File: src/rtl/mem_stage.sv
// Memory stage: passes ALU results through, runs loads/stores as a
// level request (IDLE -> REQ -> REL) and retires one writeback pulse per op.
module mem_stage (
  input  logic        clk,
  input  logic        rst,
  input  logic        ex_valid,
  input  logic        ex_load,
  input  logic        ex_store,
  input  logic [2:0]  ex_funct3,
  input  logic [4:0]  ex_rd,
  input  logic [31:0] ex_alu,
  input  logic [31:0] ex_sdata,
  output logic        stall_req,
  output logic        mm_e,
  output logic [31:0] mm_a,
  output logic [31:0] mm_n_i,
  output logic        mm_wr,
  output logic [1:0]  mm_cu,
  input  logic        mm_ok,
  input  logic [31:0] mm_n_o,
  output logic        wb_valid,
  output logic        wb_we,
  output logic [4:0]  wb_rd,
  output logic [31:0] wb_data
);

  localparam logic [1:0] S_IDLE = 2'd0;
  localparam logic [1:0] S_REQ  = 2'd1;
  localparam logic [1:0] S_REL  = 2'd2;

  logic [1:0]  state_q, state_d;
  logic [2:0]  funct3_q, funct3_d;
  logic [4:0]  rd_q, rd_d;
  logic [31:0] addr_q, addr_d;
  logic [31:0] sdata_q, sdata_d;
  logic        store_q, store_d;
  logic [31:0] rdata_q, rdata_d;
  logic        wb_valid_q, wb_valid_d;
  logic        wb_we_q, wb_we_d;
  logic [4:0]  wb_rd_q, wb_rd_d;
  logic [31:0] wb_data_q, wb_data_d;

  function automatic logic [31:0] load_ext(input logic [2:0] f3, input logic [31:0] d);
    case (f3)
      3'd0:    load_ext = {{24{d[7]}}, d[7:0]};
      3'd1:    load_ext = {{16{d[15]}}, d[15:0]};
      3'd4:    load_ext = {24'd0, d[7:0]};
      3'd5:    load_ext = {16'd0, d[15:0]};
      default: load_ext = d;
    endcase
  endfunction

  function automatic logic [1:0] byte_cnt(input logic [2:0] f3);
    case (f3)
      3'd0, 3'd4: byte_cnt = 2'd0;
      3'd1, 3'd5: byte_cnt = 2'd1;
      default:    byte_cnt = 2'd3;
    endcase
  endfunction

  always_comb begin
    state_d    = state_q;
    funct3_d   = funct3_q;
    rd_d       = rd_q;
    addr_d     = addr_q;
    sdata_d    = sdata_q;
    store_d    = store_q;
    rdata_d    = rdata_q;
    wb_valid_d = 1'b0;
    wb_we_d    = wb_we_q;
    wb_rd_d    = wb_rd_q;
    wb_data_d  = wb_data_q;
    case (state_q)
      S_IDLE: begin
        if (ex_valid) begin
          if (ex_load || ex_store) begin
            // A still-high mm_ok belongs to the previous transfer; wait it out.
            if (!mm_ok) begin
              funct3_d = ex_funct3;
              rd_d     = ex_rd;
              addr_d   = ex_alu;
              sdata_d  = ex_sdata;
              store_d  = ex_store;
              state_d  = S_REQ;
            end
          end else begin
            wb_valid_d = 1'b1;
            wb_we_d    = 1'b1;
            wb_rd_d    = ex_rd;
            wb_data_d  = ex_alu;
          end
        end
      end
      S_REQ: begin
        if (mm_ok) begin
          rdata_d = mm_n_o;
          state_d = S_REL;
        end
      end
      S_REL: begin
        if (!mm_ok) begin
          state_d    = S_IDLE;
          wb_valid_d = 1'b1;
          wb_rd_d    = rd_q;
          if (store_q) begin
            wb_we_d   = 1'b0;
            wb_data_d = 32'd0;
          end else begin
            wb_we_d   = (rd_q != 5'd0);
            wb_data_d = load_ext(funct3_q, rdata_q);
          end
        end
      end
      default: state_d = S_IDLE;
    endcase
  end

  always_ff @(posedge clk) begin
    if (rst) begin
      state_q    <= S_IDLE;
      funct3_q   <= 3'd0;
      rd_q       <= 5'd0;
      addr_q     <= 32'd0;
      sdata_q    <= 32'd0;
      store_q    <= 1'b0;
      rdata_q    <= 32'd0;
      wb_valid_q <= 1'b0;
      wb_we_q    <= 1'b0;
      wb_rd_q    <= 5'd0;
      wb_data_q  <= 32'd0;
    end else begin
      state_q    <= state_d;
      funct3_q   <= funct3_d;
      rd_q       <= rd_d;
      addr_q     <= addr_d;
      sdata_q    <= sdata_d;
      store_q    <= store_d;
      rdata_q    <= rdata_d;
      wb_valid_q <= wb_valid_d;
      wb_we_q    <= wb_we_d;
      wb_rd_q    <= wb_rd_d;
      wb_data_q  <= wb_data_d;
    end
  end

  assign stall_req = (state_q != S_IDLE);
  assign mm_e      = (state_q == S_REQ);
  assign mm_a      = addr_q;
  assign mm_n_i    = sdata_q;
  assign mm_wr     = store_q;
  assign mm_cu     = byte_cnt(funct3_q);
  assign wb_valid  = wb_valid_q;
  assign wb_we     = wb_we_q;
  assign wb_rd     = wb_rd_q;
  assign wb_data   = wb_data_q;

endmodule
File: config.mk
export PLATFORM = sky130hd
export DESIGN_NAME = mem_stage
export DESIGN_NICKNAME = d
export VERILOG_FILES = /design/src/rtl/mem_stage.sv
export SDC_FILE = /design/constraint.sdc
export NUM_CORES = 1
export LEC_CHECK = 0
export BUFFER_PORTS_ARGS = -buffer_cell sky130_fd_sc_hd__buf_2
export CAP_MARGIN = 5
export CORE_MARGIN = 8
export CORE_UTILIZATION = 44
export CTS_CLUSTER_SIZE = 10
export DETAILED_ROUTE_END_ITERATION = 10
export GPL_ROUTABILITY_DRIVEN = 0
export PLACE_DENSITY = 0.73
export SKIP_LAST_GASP = 1
export SYNTH_ARGS = -nofsm -noshare
export SYNTH_HDL_FRONTEND = slang
export SYNTH_SLANG_ARGS = --single-unit
File: constraint.sdc
create_clock -name clk -period 1.9 [get_ports clk]
set_clock_uncertainty 0.2 [all_clocks]
set_input_delay 0.19 -clock clk [delete_from_list [all_inputs] [get_ports clk]]
set_output_delay 0.19 -clock clk [all_outputs]
set_load 0.03 [all_outputs]
==> summary.txt, run 1 <==
Global routing
  – Overall global routing resource usage: 23.7%
  – Initial antenna violation count: 2
  – First-pass GRT wire length: 31300 um
  – Vias in the first global route: 6176
  – Grt ovf: 0
  – Largest net degree at the start of global routing: 56

Clock network
  – CTS root buf: clkbuf_16
  – Worst-Skew Late Latency: 420 ps
  – Total CTS buffers: 17
  – CTS tree: done
  – CTS H-tree depth: 4
  – Clock transition at path regs: 60 ps
  – CTS sink cnt: 146
  – Clk buf depth: 2

STA
  – Final setup TNS: -74.8 ps
  – Final Max Slew Viols: 0
  – Hold Vio Cnt, Final: 0
  – Setup WS post-layout: -31.7 ps
  – Worst Tran Pin Value: 353 ps
  – Setup Viol. Count Final: 7
  – Final worst-path cycle share: 102%
  – Unrepaired setup endpoints after global routing: true
  – Tmin final: 1930 ps
  – Slew HR: 76.4%
  – Max frequency: 518 MHz

Worst setup path
  – CP Launch Type: register
  – Slowest cell delay on critical path: 530 ps
  – Peak fanout along the critical path: 15
  – Crit path max-delay family: simple AND/OR/NAND/NOR gates
  – Setup CP Type: reg -> reg
  – Crit Reg-Reg Endpoint: wb_data[17]
  – Setup crit start: state_q[1]
  – WP depth: 6
  – Crit path to: wb_data[17]
  – R2r setup slk: -30 ps
  – CP arrival: 2060 ps
  – Crit-path cells: or4b_4 -> a21oi_4 -> buf_4 -> clkbuf_16 -> nor2_1 -> a211oi_1
  – Worst Setup End Kind: register
  – Required @ worst endpoint: 2030 ps
  – Worst r2r src: state_q[1]
  – Worst path bufs/invs: 2
  – Slowest cell on crit path: or4b_4
  – Reg2reg path depth: 6

Detailed routing
  – DRT Wirelength: 20700 um
  – Antenna Nets Post-Route: 0
  – Detailed-router iteration count before antenna repair: 5
  – Vias: 6172
  – WL per Instance: 17.2 um
  – DRC errors left: 0
  – First-iteration detailed-routing DRC count: 464
  – Vias per inst: 5.11

Yosys
  – Post-Syn Area: 0.00565 mm2
  – Flops & latches, synth: 146
  – Seq/Total Area, Yosys: 51.7%
  – Synth Instances: 694
  – Mean Syn Cell Area: 8.15 um2
  – Post-synth cell types: 36
  – Syn Nets: 804
  – Yosys warns: 0

Cells and area
  – Area growth, synth to finish: 58.3%
  – Post-route insts no fill: 1207
  – Final instance area: 0.00895 mm2
  – Nets@finish: 1129
  – Share of cells above drive strength 1: 31.4%

Pwr
  – IR drop worst, VDD: 484 uV
  – PwrDens: 890 mW/mm2
  – Static leakage: 0.00389 uW
  – Overall power: 7960 uW

Placement
  – Pre-CTS setup slack: -51.9 ps
  – Placed cell area: 0.00707 mm2
  – Buffers on Ports: 217
  – DP Cell Count: 1058
  – Dpl hpwl: 12600 um

Worst hold path
  – Hold crit path type: in -> reg

Die
  – Core area: 0.0126 mm2
  – Die ar.: 0.0167 mm2
  – Io pins: 218
  – DIE WIDTH: 129 um
  – Rows: 41
  – Starting Density: 45.0%
  – Die height: 129 um

Status
  – Failing checks: negative setup slack
  – Outcome: finished, violations left

Flow run
  – Max-cap violations: 0
through the flow:
| stage | util [%] | hold slack (ps) |
|---|---|---|
| floorplan | - | 126 |
| global placement | 56.3 | 231 |
| detailed placement | 56.3 | 236 |
| CTS | 69.6 | 17.9 |
| global route | 71.2 | 30.7 |
| finish | 71.2 | 35.7 |
state kept, by name, indices dropped and copies added, names as in the netlist:
name      cells
funct3_q      3
mm_a         32
mm_n_i       32
mm_wr         1
rd_q          5
rdata_q      32
state_q       2
wb_data      32
wb_rd         5
wb_valid      1
wb_we         1
cell usage after synthesis (all sizes together):
| master | n | area (um2) |
|---|---|---|
| a211o | 1 | 8.76 |
| a211oi | 30 | 288 |
| a21o | 1 | 7.51 |
| a21oi | 109 | 557 |
| a311oi | 8 | 70.1 |
| and2 | 1 | 6.26 |
| and2b | 1 | 7.51 |
| buf | 14 | 87.6 |
| clkbuf | 41 | 154 |
| dfxtp | 146 | 2920 |
| inv | 2 | 7.51 |
| mux2i | 6 | 60.1 |
| nand2 | 234 | 878 |
| nand2b | 4 | 25.0 |
| nand3b | 1 | 7.51 |
| nor2 | 42 | 158 |
| nor2b | 2 | 12.5 |
| nor3 | 9 | 45.0 |
| nor3b | 9 | 67.6 |
| nor4 | 1 | 12.5 |
| o21ai | 9 | 45.0 |
| o22ai | 16 | 163 |
| o32ai | 1 | 8.76 |
| or2 | 1 | 6.26 |
| or2b | 2 | 15.0 |
| or3b | 1 | 11.3 |
| or4 | 1 | 7.51 |
| or4b | 1 | 13.8 |
what timing repair did:
item / in CTS / in global routing
gates resized for setup: 1 / 15
gates cloned: 0 / 3
pin swaps: 1 / 20
setup endpoints to repair: 2 / 38
buffers inserted: 0 / 5
endpoints found under the hold margin: 142 / 0
hold buffers: 106 / 0
report_power, final:
| part | internal, uW | total (uW) | switching, uW |
|---|---|---|---|
| sequential | 3200 | 3280 | 74.9 |
| combinational | 519 | 1240 | 716 |
| clock | 2190 | 3450 | 1260 |
| total | 5910 | 7960 | 2050 |
routing by layer:
| metal | vias up | wire [um] | GRT usage (%) |
|---|---|---|---|
| met1 | 2862 | 8200 | 26.8 |
| met5 | - | 0 | 0 |
| met3 | 58 | 1690 | 6.86 |
| li1 | 2982 | - | - |
| met2 | 270 | 10100 | 39.4 |
| met4 | 0 | 734 | 13.3 |
final cells by class:
cell class	instances	area, um2
well taps	172	215
flip-flops and latches	146	2930
multi-input cells	491	2540
repair buffers	361	2640
diodes	3	7.51
inverters	2	7.51
clock buffers	22	484
clock inverters	10	130
fillers	968	3620
worst min-delay path by stage:
stage                 startpoint         end  slack (ps)  cells after the start
global route               mm_ok  state_q[1]          30                      3
detailed placement  ex_sdata[30]  mm_n_i[30]         240                      3
floorplan              mm_n_o[0]  rdata_q[0]         130                      2
CTS                        mm_ok  state_q[1]          20                      3
finish                     mm_ok  state_q[1]          40                      3
global placement    ex_sdata[21]  mm_n_i[21]         230                      3
worst min-delay path: stages:
cell and delay, ps:
buf_2 130, buf_4 160, nor3b_1 130
cell usage in the layout (no fill, tap or decap), drive strengths merged, types with 2 or more instances in the layout:
master / instances
bufinv: 3
diode: 3
a21oi: 109
nor3: 9
nor3b: 9
dfxtp: 146
nor2: 42
dlygate4sd3: 106
clkbuf: 25
a311oi: 8
buf: 252
clkinvlp: 2
nor2b: 2
nand2b: 4
nand2: 234
inv: 2
o21ai: 9
clkinv: 5
a211oi: 30
o22ai: 16
or2b: 2
mux2i: 6
cells by family after synthesis:
logic type             count (synthesis)  synth area share, %
buffers and inverters                 57                 4.40
AO/OA/AOI/OAI                        175                 20.3
multiplexers                           6                 1.06
AND/OR/NAND/NOR                      310                 22.5
flip-flops                           146                 51.7
Power figures use the tool's default switching activity.
==> run 2: changes to the inputs <==
--- a/config.mk
+++ b/config.mk
@@ -17,3 +17,4 @@
 export SYNTH_ARGS = -nofsm -noshare
 export SYNTH_HDL_FRONTEND = slang
 export SYNTH_SLANG_ARGS = --single-unit
+export TNS_END_PERCENT = 1
==> run 2 against run 1 <==
Compared with the run above:
- the run still ends with negative setup slack left
- clock power down 3%
- sequential power about the same
- sequential cell count stayed put
- sequential share of layout area is 0.87 points higher
- critical path depth is the same
- first-iteration DRC count shrank 13%
- routed wire length fell by 2.4%
- largest power group unchanged
==> summary.txt, run 2 (same netlist as run 1, synthesis figures left out) <==
Status
  – Outcome: finished, violations left
  – Failing checks: negative setup slack

Pwr
  – Combinational power share: 15.3%
  – Internal power: 5780 uW
  – PwrDens: 896 mW/mm2
  – Static leakage: 0.00378 uW
  – Net Sw Power: 2030 uW
  – IR drop worst, VDD: 733 uV
  – Sw frac: 26.0%
  – Clock network power share: 42.8%
  – Sequential share of power: 42.0%

Worst setup path
  – Required @ worst endpoint: 2030 ps
  – Reg2reg path depth: 6
  – CP arrival: 2060 ps
  – Slowest cell on crit path: or3b_4
  – Peak fanout along the critical path: 16
  – Setup CP Type: reg -> reg
  – Crit-path cells: buf_4 -> or3b_4 -> a211oi_4 -> buf_12 -> o22ai_1 -> a211oi_1
  – Worst Setup End Kind: register
  – CP Launch Type: register
  – Slowest cell delay on critical path: 400 ps

Cells and area
  – Post-route insts no fill: 1197
  – # fillers: 964
  – Most common cell after layout, fill and taps aside: nand2_1
  – Share of cells above drive strength 1: 30.0%
  – Area growth, synth to finish: 54.1%
  – Nets@finish: 1118
  – Commonest cells after routing, fill and taps aside: nand2_1, buf_2, dfxtp_1
  – Final instance area: 0.00871 mm2

Worst hold path
  – WHS Path Cells: 3
  – Hold crit path type: in -> reg

Clock network
  – CTS H-tree depth: 4
  – Post-CTS Setup Bufs: 0
  – Clk buf depth: 2
  – Total CTS buffers: 17
  – CTS tree: done
  – Clock transition at path regs: 60 ps
  – CTS sink cnt: 146
  – CTS root buf: clkbuf_16
  – Worst-Skew Late Latency: 420 ps

STA
  – Hold Vio Cnt, Final: 0
  – Slew HR: 76.8%
  – Final worst-path cycle share: 102%
  – Setup Viol. Count Final: 4
  – Final Max Slew Viols: 0
  – Max frequency: 516 MHz
  – Unrepaired setup endpoints after global routing: true
  – Final setup TNS: -82.1 ps
  – Tmin final: 1940 ps
  – Worst Tran Pin Value: 348 ps
  – Setup WS post-layout: -38.5 ps

Detailed routing
  – WL per Instance: 16.9 um
  – Detailed-router iteration count before antenna repair: 7
  – DRC errors left: 0
  – Antenna Nets Post-Route: 0
  – DRT Wirelength: 20200 um
  – First-iteration detailed-routing DRC count: 403
  – Vias: 6108
  – Vias per inst: 5.10

Placement
  – Dpl hpwl: 12200 um
  – DP Cell Count: 1055
  – Pre-CTS setup slack: -45.7 ps
  – Placed cell area: 0.00704 mm2
  – Buffers on Ports: 217

Global routing
  – First-pass GRT wire length: 31600 um
  – Initial antenna violation count: 0
  – Vias in the first global route: 6127
  – Overall global routing resource usage: 24.1%
  – Largest net degree at the start of global routing: 64
  – Grt ovf: 0

Die
  – Die height: 129 um
  – Die ar.: 0.0167 mm2
  – Io pins: 218
  – Starting Density: 45.0%
  – DIE WIDTH: 129 um
  – Rows: 41
  – Core area: 0.0126 mm2

Flow run
  – Max-cap violations: 0
-- run 2: through the flow --
step,total power (uW),util (%),hold WS (ps)
2_1_floorplan,3930,-,126
3_5_place_dp,4330,56.0,235
5_1_grt,8090,69.2,50.8
4_1_cts,7840,69.2,40.1
3_3_place_gp,4320,56.0,231
6_report,7810,69.3,60.6
-- run 2: power groups by stage --
stage / Combinational, uW / Sequential (uW) / Clock [uW]
floorplan: 380 / 3550 / 0
CTS: 1170 / 3270 / 3390
global route: 1280 / 3290 / 3520
finish: 1190 / 3280 / 3340
global placement: 990 / 3330 / 0
detailed placement: 998 / 3340 / 0
-- run 2: worst paths after layout --
| kind | startpoint | end | slack, ps |
|---|---|---|---|
| hold / removal | mm_ok | state_q[1] | 60 |
| hold reg to reg | mm_n_i[7] | mm_n_i[7] | 250 |
| setup / recovery | state_q[1] | wb_data[31] | -40 |
| setup reg to reg | state_q[1] | wb_data[31] | -40 |
-- run 2: timing repair --
item                                    in CTS  in global routing
endpoints found under the hold margin      142                  0
hold buffers                               106                  0
gates resized for setup                      0                  1
endpoints found under the setup margin       7                 45
cloned                                       0                  0
-- run 2: routing by layer --
layer	GRT usage, %	vias up	wire (um)
met3	8.05	56	1800
met2	39.9	266	9910
met4	12.9	0	644
li1	-	2952	-
met1	27.0	2834	7860
met5	0	-	0
-- run 2: final cells by class --
class / instances / area, um2 / area share, %
Clock buffer: 22 / 494 / 5.67
Multi-Input combinational cell: 491 / 2500 / 28.7
Timing Repair Buffer: 350 / 2450 / 28.1
Tap cell: 172 / 215 / 2.47
Antenna cell: 4 / 10.0 / 0.115
Sequential cell: 146 / 2920 / 33.6
Clock inverter: 10 / 105 / 1.21
Inverter: 2 / 7.51 / 0.0862
-- run 2: worst max-delay path, delay by kind of cell (launching register included) --
kind | cells | cell delay (ps)
AOI/OAI and AO/OA | 3 | 570
buffers and inverters | 2 | 330
DFF | 1 | 340
and+or+nand+nor | 1 | 400
